==> src/rtl/aura_fixed_pkg.sv <==
// aura_fixed_pkg: shared Q0.7/Q9.8 fixed-point types, limits and saturation helper
package aura_fixed_pkg;
  typedef logic signed [7:0] q0_7_t;
  typedef logic signed [16:0] q9_8_t;
  localparam int Q98_FRAC = 8;
  localparam int Q07_FRAC = 7;
  localparam int Q98_MAX = 65535;
  localparam int Q98_MIN = -65536;
  typedef enum logic [1:0] {IDLE, CALC, DONE} mul_state_t;
  function automatic q9_8_t sat_q98(input logic signed [31:0] x);
    return (x > Q98_MAX) ? q9_8_t'(Q98_MAX) : (x < Q98_MIN) ? q9_8_t'(Q98_MIN) : q9_8_t'(x);
  endfunction
endpackage

==> src/rtl/int_multiply.sv <==
// int_multiply: radix-2 shift-add signed Q0.7 x Q9.8 -> saturated Q9.8 multiplier
module int_multiply
  import aura_fixed_pkg::*;
#(
  parameter int VAL_W = 17,
  parameter int SCALE_W = 8,
  parameter int FRAC_SCALE = 7
) (
  input  logic               clk,
  input  logic               rst,
  input  logic               vld_in,
  output logic               rdy_out,
  output logic               vld_out,
  input  logic               rdy_in,
  input  logic [SCALE_W-1:0] scale_in,
  input  logic [VAL_W-1:0]   value_in,
  output logic [VAL_W-1:0]   product_out
);
  localparam int ACC_W = VAL_W + SCALE_W;
  localparam int CW = $clog2(SCALE_W);
  mul_state_t state, state_d;
  logic neg, last;
  logic [SCALE_W-1:0] sc_abs;
  logic [VAL_W-1:0] val_abs;
  logic [ACC_W-1:0] acc, acc_d;
  logic [CW-1:0] cnt;
  logic signed [31:0] wide;
  assign rdy_out = (state == IDLE) && !rst;
  always_comb begin
    acc_d = acc + (sc_abs[cnt] ? ACC_W'(ACC_W'(val_abs) << cnt) : ACC_W'(0));
    last = cnt == CW'(SCALE_W - 1);
    // magnitude is truncated before the sign is applied, so rounding is toward zero
    wide = neg ? -32'(acc_d >> FRAC_SCALE) : 32'(acc_d >> FRAC_SCALE);
    state_d = (state == IDLE) ? (vld_in ? CALC : IDLE) :
              (state == CALC) ? (last ? DONE : CALC) :
              (rdy_in ? IDLE : DONE);
  end
  always_ff @(posedge clk) begin
    if (rst) begin
      state <= IDLE;
      vld_out <= 1'b0;
      product_out <= '0;
      acc <= '0;
      cnt <= '0;
      neg <= 1'b0;
      sc_abs <= '0;
      val_abs <= '0;
    end else begin
      state <= state_d;
      if (state == IDLE && vld_in) begin
        neg <= scale_in[SCALE_W-1] ^ value_in[VAL_W-1];
        sc_abs <= scale_in[SCALE_W-1] ? SCALE_W'(-scale_in) : scale_in;
        val_abs <= value_in[VAL_W-1] ? VAL_W'(-value_in) : value_in;
        acc <= '0;
        cnt <= '0;
      end
      if (state == CALC) begin
        acc <= acc_d;
        cnt <= cnt + 1'b1;
      end
      if (state == CALC && last) begin
        product_out <= VAL_W'(sat_q98(wide));
        vld_out <= 1'b1;
      end
      if (state == DONE && rdy_in) vld_out <= 1'b0;
    end
  end
endmodule

==> config.mk <==
export PLATFORM = sky130hd
export DESIGN_NAME = int_multiply
export DESIGN_NICKNAME = d
export VERILOG_FILES = /design/src/rtl/aura_fixed_pkg.sv /design/src/rtl/int_multiply.sv
export SDC_FILE = /design/constraint.sdc
export NUM_CORES = 1
export LEC_CHECK = 0
export ABC_AREA = 0
export CAP_MARGIN = 20
export CORE_MARGIN = 10
export CORE_UTILIZATION = 54
export CTS_CLUSTER_DIAMETER = 30
export CTS_CLUSTER_SIZE = 28
export DETAILED_ROUTE_END_ITERATION = 7
export PLACE_DENSITY = 0.78
export SLEW_MARGIN = 15
export SYNTH_ARGS = -nofsm -noshare
export SYNTH_HDL_FRONTEND = slang
export SYNTH_SLANG_ARGS = --single-unit
export TNS_END_PERCENT = 50
==> constraint.sdc <==
create_clock -name clk -period 4.9 [get_ports clk]
set_input_delay 0.98 -clock clk [delete_from_list [all_inputs] [get_ports clk]]
set_output_delay 0.98 -clock clk [all_outputs]
set_load 0.03 [all_outputs]
# Word-level counts from Yosys, hierarchy flattened
# Cells that the tools add are included.
dict set report totals {
  reg_bits 74
  input_bits 29
  out_inout_bits 19
  wordCells 46
}
dict set report classes {
  addsub 5
  n_lt_le_gt_ge 3
  eq_ne 3
  n_shift 1
  mux 17
  bitwise 1
  n_reduce_logical 8
}
# op n
set ops {}
lappend ops {{$mux 25} 3}
lappend ops {{$mux 17} 3}
lappend ops {{$gt 32x17->1 const B} 1}
lappend ops {{$lt 32x17->1 const B} 1}
lappend ops {{$mux 32} 1}
lappend ops {{$neg 18->32} 1}
lappend ops {{$add 25x25->25} 1}
lappend ops {{$shl 17x3->25} 1}
lappend ops {{$neg 17->17} 1}
lappend ops {{$mux 2} 4}
lappend ops {{$mux 8} 1}
lappend ops {{$neg 8->8} 1}
lappend ops {{$mux 3} 2}
lappend ops {{$logic_and 1x1->1} 4}
lappend ops {{$lt 3x4->1 const B} 1}
lappend ops {{$add 3x1->3 const B} 1}
lappend ops {{$bmux 1 s3} 1}
lappend ops {{$eq 3x3->1 const B} 1}
lappend ops {{$eq 2x1->1 const B} 1}
lappend ops {{$eq 2x2->1 const B} 1}
lappend ops {{$logic_not 2->1} 1}
lappend ops {{$mux 1} 2}
lappend ops {{$reduce_bool 2->1} 1}
lappend ops {{$reduce_or 2->1} 1}
lappend ops {{2 further kinds} 2}

# Logic depth before layout (Yosys ltp)
# Gate-level depths: netlist of run 1.
dict set report depth {
  ltp_word 9
  depth_mapped 21
  depth_no_buf 17
}

# Worst setup path before layout of run 1
# Ideal clock, no wire load.
dict set report synth_path {
  kind {register to register}
  start {register cnt[0]}
  end {register product_out[15]}
  setup_time_ps 130
  arrival_ps 5134
  t_required_ps 4770
  setup_slack_ps -364
  path_stages_with_launch 20
  n_path_buf 4
  synth_period_minus_slack_ps 5264
  path_cell_list {dfxtp_1 clkbuf_1 mux4_2 nand2_1 and2_1 clkbuf_1 clkbuf_1 nor2_1 ha_1 a21oi_1 nand2_1 o21ai_1 xor2_1 ha_1 or3b_1 or4_4 o311a_1 o31ai_4 buf_4 a211oi_2}
}
dict set report synth_via {
  elab_chain_len 9
  word_cells_on_any_way 13
  classes_between {add/sub: 2; order compare: 2; eq/ne: 1; shift: 1; mux: 6; reduce/logical: 1}
}
# element line
set synth_lines {}
lappend synth_lines {{from (decl)} int_multiply.sv:26} ;# logic [CW-1:0] cnt;
lappend synth_lines {{from (signal assigned)} int_multiply.sv:59} ;# cnt <= cnt + 1'b1;
lappend synth_lines {{$bmux 1 s3} int_multiply.sv:30} ;# acc_d = acc + (sc_abs[cnt] ? ACC_W'(ACC_W'(val_abs) << cnt) : ACC_W'(0));
lappend synth_lines {{$mux 1 (not written as such)} int_multiply.sv:30}
lappend synth_lines {{$mux 25} int_multiply.sv:30}
lappend synth_lines {{$add 25x25->25} int_multiply.sv:30}
lappend synth_lines {{$neg 18->32} int_multiply.sv:33} ;# wide = neg ? -32'(acc_d >> FRAC_SCALE) : 32'(acc_d >> FRAC_SCALE);
lappend synth_lines {{$mux 32} int_multiply.sv:33}
lappend synth_lines {{$lt 32x17->1} aura_fixed_pkg.sv:11} ;# return (x > Q98_MAX) ? q9_8_t'(Q98_MAX) : (x < Q98_MIN) ? q9_8_t'(Q98_MIN) : q9_8_t'(x);
lappend synth_lines {{$mux 17 (2 in series)} aura_fixed_pkg.sv:11}
lappend synth_lines {{to (signal assigned)} int_multiply.sv:62} ;# product_out <= VAL_W'(sat_q98(wide));
lappend synth_lines {{to (decl)} int_multiply.sv:17} ;# output logic [VAL_W-1:0] product_out
# Parallel ways exist; a longest one is shown, timed or not. The select of a mux whose other input is x is not followed.
# A chain may end at the register's enable or synchronous reset.

# Worst setup path in the final report of run 1
dict set report layout_path {
  start {register cnt[0]}
  end {register product_out[1]}
}
# The elaborated chain is that of the path after synthesis.

==> impl_metrics.csv, run 1 <==
group,metric,value,unit
status,status,"completed",
clocking,clock_path_buffers,2,
routing,finalWirelength,16300,microns
finish,final_area,6970,sq um
routing,drt_iter0_drc,375,
die,fp-row-count,37,
clocking,htreeDepth,3,
global_routing,grt_pass1_vias,5429,
yosys,synth_edf_count,0,
clocking,clk_pin_slew,0.08,ns
die,dieArea,15000,sq um
global_routing,grt_use_total,0.213,
timing,fmax,209,MHz
finish,nets,892,
finish,syn_to_final_growth,23.1,%
timing,fin_crit,4.78,ns
routing,viasPerCell,5.96,
placed_design,gp_routability_congestion,0.941,
global_routing,grt_remaining_overflow,0,
yosys,ys_warn_count,0,
critical_path,endpoint_kind,"register",
worst_hold_path,worstHoldPathType,"register to register",
timing,setup_viol_count_final,0,
critical_path,cp_max_fo,7,
yosys,ys_dominant_reg_cell,"dfxtp_1",
clocking,insertion_delay,0.37,ns
job,drv_cap,0,
timing,fin_ws,0.122,ns
die,initial_utilization,0.551,
clocking,clkSinkCount,74,
die,die_height,122,microns
timing,hold_ws,0.458,ns
power_and_ir_drop,power.density,202,nW/um^2
finish,fin_util,0.678,
yosys,ys_seq_area_frac,0.262,
critical_path,crit_path_start_kind,"register",
yosys,synth_top_area_cell,"dfxtp_1",
clocking,tritoncts,"built",
global_routing,grt_max_degree,60,
yosys,syn_area,5660,sq um
yosys,async_flop_share,0,
routing,dr.pass1.iters,5,
finish,fillers,906,
routing,vias,5800,
yosys,synthCells,754,
yosys,synth.distinct_cells,68,
clocking,cts_buffers,9,
finish,drive_above_1_share,0.173,
placed_design,post-place-ws,-0.122,ns
global_routing,grt_pass1_wl,26200,microns
die,ios,48,
die,placeableCoreArea,10300,sq um
placed_design,hpwlAfterDp,12500,microns
global_routing,antenna_found_initial,0,
clocking,cts_hold_buf,0,
yosys,netlist.area_leader.share,0.262,
yosys,avgSynthCellArea,7.51,sq um
die,die_x,122,microns
timing,hold_viol_final,0,
timing,worstMarginPinSlew,0.976,ns
routing,ant_nets,0,
timing,fin_crit_sh,0.975,
finish,n_antenna_cell,0,
yosys,ys_ff_latch,74,
timing,drv_slew,0,
power_and_ir_drop,vdd_drop_max,132,uV
routing,wl_per_cell,16.7,microns
critical_path,crit_required,5.11,ns
critical_path,path_class,"register to register",
yosys,yosys-top-cells-area,"dfxtp_1, a21oi_1, nor2_1",
placed_design,placed_area,6630,sq um
routing,drc,0,
yosys,synth_nets,813,
timing,max-slew-margin-rel,0.349,
timing,skew,0.0166,ns
clocking,clockRootBuffer,"clkbuf_8",
placed_design,io_buffers,47,
power_and_ir_drop,power_leakage,0.00271,uW
critical_path,arrival,4.99,ns
## worst max-delay path, stage by stage, from the launching register on
cell and delay [ns]:
dfxtp_4 0.38, mux4_2 0.50, nand2_1 0.16, and2_4 0.19, a21oi_1 0.05, ha_1 0.30, buf_4 0.15, a21oi_1 0.16
o21ai_2 0.12, a31oi_1 0.22, xor2_1 0.30, ha_2 0.24, or3b_4 0.40, or4_4 0.54, o311a_4 0.39, o31ai_4 0.28
buf_6 0.17, a311oi_1 0.05
## cell type report
type | instances | area, sq um | area share
Clock buffer | 9 | 124 | 0.0178
Inverter | 17 | 67.6 | 0.00969
Sequential cell | 74 | 1490 | 0.213
Clock inverter | 6 | 42.5 | 0.00610
Tap cell | 136 | 170 | 0.0244
Multi-Input combinational cell | 613 | 4040 | 0.579
Timing Repair Buffer | 118 | 1040 | 0.150
## worst paths after layout
| check | cells past startpoint | start | slack [ns] | endpoint |
|---|---|---|---|---|
| hold reg to reg | 2 | sc_abs[7] | 0.46 | sc_abs[7] |
| hold / removal | 2 | sc_abs[7] | 0.46 | sc_abs[7] |
| setup / recovery | 17 | cnt[0] | 0.12 | product_out[1] |
| setup reg to reg | 17 | cnt[0] | 0.12 | product_out[1] |
## per-layer routing
layer	GRT usage	share of wire	up-vias	wire, microns
li1	-	-	2854	-
met1	0.251	0.43	2775	6960
met2	0.387	0.51	143	8300
met3	0.0321	0.042	28	681
met4	0.0641	0.019	0	307
met5	0	0	-	0
## power by group
part           internal [uW]  switching [uW]
Sequential               621            19.4
Clock                    182             251
Combinational            150             185
Total                    952             455
## registers in the layout, indices dropped and copies added, names as in the netlist
name         flops
neg              1
acc             25
val_abs         17
sc_abs           8
cnt              3
state            2
product_out     17
vld_out          1
## synth_stat cells, types with 6 or more instances
library cell / number
or3_1: 8
o21a_1: 6
a31oi_1: 7
dfxtp_1: 74
nor3_1: 8
nand2b_1: 6
xor2_1: 30
a211oi_2: 13
o21ai_0: 33
nor2b_1: 7
clkbuf_1: 44
nor2_1: 100
ha_1: 29
xnor2_1: 17
and3_1: 9
mux2i_1: 18
and2_1: 7
nand3_1: 34
o31ai_1: 11
inv_1: 15
a211oi_1: 26
nand2_1: 91
a21oi_1: 82
nand4_1: 6
## per-stage QoR
step | TNS, ns | power (uW) | std cells
final | 0 | 1410 | 973
after global routing | -0.0377 | 1470 | 973
after CTS | 0 | 1390 | 970
after detailed placement | -0.733 | 970 | 955
after global placement | 0 | 959 | 955
after floorplan | 0 | 861 | 754
## cell usage in the layout, fill, tap and decap left out, types with 4 or more instances in the layout
cell / n
a21o_1: 5
mux4_2: 5
xnor2_1: 17
or3_1: 8
a211oi_1: 22
ha_1: 26
o21ai_1: 6
nand2b_1: 5
nand4_1: 6
a21oi_1: 75
dfxtp_1: 73
and3_1: 9
a31oi_1: 7
buf_4: 65
a21oi_2: 8
mux2i_1: 18
a211oi_2: 17
nand3_1: 34
o21a_1: 6
clkbuf_8: 9
clkdlybuf4s50_1: 46
mux2_2: 5
xor2_1: 30
nor2b_1: 7
nor2_1: 100
o31ai_1: 11
o21ai_0: 30
nand2_1: 91
inv_1: 15
and2_1: 6
nor3_1: 8
o211ai_1: 4
## logic make-up after synthesis
kind of cell               after synthesis  share of synthesized area
muxes                                   28                     0.0617
and+or+nand+nor                        289                      0.233
DFF                                     74                      0.262
xor gates and xnor gates                47                     0.0727
adders and majority gates               30                     0.0676
buffers and inverters                   67                     0.0469
AOI/OAI and AO/OA                      219                      0.256
## timing repair
item / CTS / global route
endpoints found under the setup margin: 16 / 16
resized for setup: 2 / 35
setup buffers: 0 / 3
hold endpoints to repair: 0 / 0
pin swaps: 0 / 6
(Power assumes the default switching activity.)
==> inputs of run 2 (changes only) <==
--- a/config.mk
+++ b/config.mk
@@ -7,6 +7,7 @@
 export LEC_CHECK = 0
 export ABC_AREA = 0
 export CAP_MARGIN = 20
+export CORE_ASPECT_RATIO = 1.4
 export CORE_MARGIN = 10
 export CORE_UTILIZATION = 54
 export CTS_CLUSTER_DIAMETER = 30
@@ -17,4 +18,3 @@
 export SYNTH_ARGS = -nofsm -noshare
 export SYNTH_HDL_FRONTEND = slang
 export SYNTH_SLANG_ARGS = --single-unit
-export TNS_END_PERCENT = 50
==> impl_metrics.csv, run 2 (synthesis results as in run 1) <==
group,metric,value,unit
die,ios,48,
clocking,insertion_delay,0.35,ns
routing,vias,5809,
finish,fin_util,0.674,
timing,worstMarginPinSlew,0.995,ns
job,drv_cap,0,
critical_path,cp_max_fo,13,
critical_path,cpPeakStageDelay,0.55,ns
critical_path,endpoint_kind,"register",
timing,fin_crit,4.74,ns
critical_path,crit_path_start_kind,"register",
finish,fin_cells,961,
clocking,clk_pin_slew,0.07,ns
global_routing,grt_pass1_vias,5725,
critical_path,arrival,4.96,ns
routing,drc,0,
die,die_x,107,microns
routing,viasPerCell,6.04,
placed_design,hpwlAfterDp,12600,microns
routing,wl_per_cell,17.0,microns
finish,multi_input_area,3960,sq um
finish,largestRegisters,"acc: 25 flops, product_out: 17 flops, val_abs: 17 flops",
routing,drt_iter0_drc,382,
routing,finalWirelength,16400,microns
global_routing,grt_use_total,0.217,
finish,nets,877,
clocking,cts_buffers,9,
finish,regMostFlops,"acc",
clocking,htreeDepth,3,
timing,skew,0.00929,ns
clocking,tritoncts,"built",
die,die_height,141,microns
critical_path,cpMaxStageDelayCell,"or4_4",
power_and_ir_drop,vdd_drop_max,183,uV
global_routing,grt_max_degree,60,
placed_design,gp_routability_congestion,1.02,
timing,hold_viol_final,0,
critical_path,crit_required,5.12,ns
die,initial_utilization,0.550,
status,status,"completed",
power_and_ir_drop,power_leakage,0.00269,uW
timing,setup_viol_count_final,0,
timing,hold_ws,0.457,ns
placed_design,post-place-ws,0.0476,ns
die,fp-row-count,44,
clocking,clockRootBuffer,"clkbuf_16",
finish,n_antenna_cell,0,
finish,layout_common_cells,"nor2_1, nand2_1, a21oi_1",
die,placeableCoreArea,10300,sq um
clocking,clkSinkCount,74,
finish,syn_to_final_growth,22.5,%
die,dieArea,15000,sq um
finish,seq_area,1480,sq um
critical_path,path_class,"register to register",
timing,fmax,211,MHz
clocking,cts_hold_buf,0,
timing,fin_ws,0.158,ns
clocking,clock_path_buffers,2,
finish,drive_above_1_share,0.142,
timing,max-slew-margin-rel,0.337,
routing,ant_nets,0,
global_routing,antenna_found_initial,0,
power_and_ir_drop,power.density,248,nW/um^2
global_routing,grt_pass1_wl,27200,microns
placed_design,dp_cells,944,
worst_hold_path,worstHoldPathType,"register to register",
placed_design,io_buffers,47,
finish,fillers,885,
global_routing,grt_remaining_overflow,0,
finish,mostFrequentLayoutCell,"nor2_1",
routing,dr.pass1.iters,7,
timing,drv_slew,0,
critical_path,path_cells,"mux4_2, nand2_1, and2_2, buf_4, nor2_1, ha_1, a21oi_1, o21ai_1, a21o_1, a21oi_2, xnor2_1, or3_4, or4_4, o311a_1, o31ai_4, buf_12, a211oi_1",
timing,fin_crit_sh,0.968,
finish,largest_reg_flops,25,
-- run 2: report_power, final --
group / switching [uW] / total [uW] / internal (uW)
sequential: 18.9 / 641 / 622
combinational: 187 / 328 / 142
clock: 274 / 750 / 477
-- run 2: area by class of cell --
class	instances	share of cell area
multi-input combinational	613	0.571
sequential	74	0.214
tap	138	0.0249
inverter	17	0.00974
clock buffer	11	0.0364
timing repair buffer	103	0.132
clock inverter	5	0.0123
-- run 2: path summary, 6_finish.rpt --
path	end	startpoint	depth (start not counted)	slack (ns)
setup / recovery	product_out[0]	cnt[0]	17	0.16
hold / removal	product_out[16]	product_out[16]	2	0.46
setup reg to reg	product_out[0]	cnt[0]	17	0.16
hold reg to reg	product_out[16]	product_out[16]	2	0.46
-- run 2: critical path, delay by kind of cell, from the launching register on --
kind | cells | cell delay, ns
compound gates | 7 | 1.53
simple gates | 5 | 1.38
buf+inv | 2 | 0.36
mux | 1 | 0.54
flops | 1 | 0.37
fa+ha+maj | 1 | 0.31
xor+xnor | 1 | 0.11
-- run 2: metal layers --
layer / share of wire / vias up / wire length (microns) / global-route usage
met5: 0 / - / 0 / 0
met4: 0.044 / 0 / 727 / 0.115
met3: 0.053 / 64 / 874 / 0.0433
met2: 0.53 / 205 / 8610 / 0.404
met1: 0.38 / 2714 / 6160 / 0.221
li1: - / 2826 / - / -
-- run 2: stage by stage --
stage	total power [uW]	cell area [sq um]	setup TNS (ns)
after floorplan	861	5670	0
after global placement	961	6540	0
after detailed placement	970	6540	0
after CTS	1710	6870	0
after global routing	1780	6940	-0.00839
final	1720	6940	0
-- run 2: repair_timing --
item	4_1_cts	5_1_grt
endpoints found under the setup margin	0	17
gates resized for setup	0	18
setup buffers	0	1
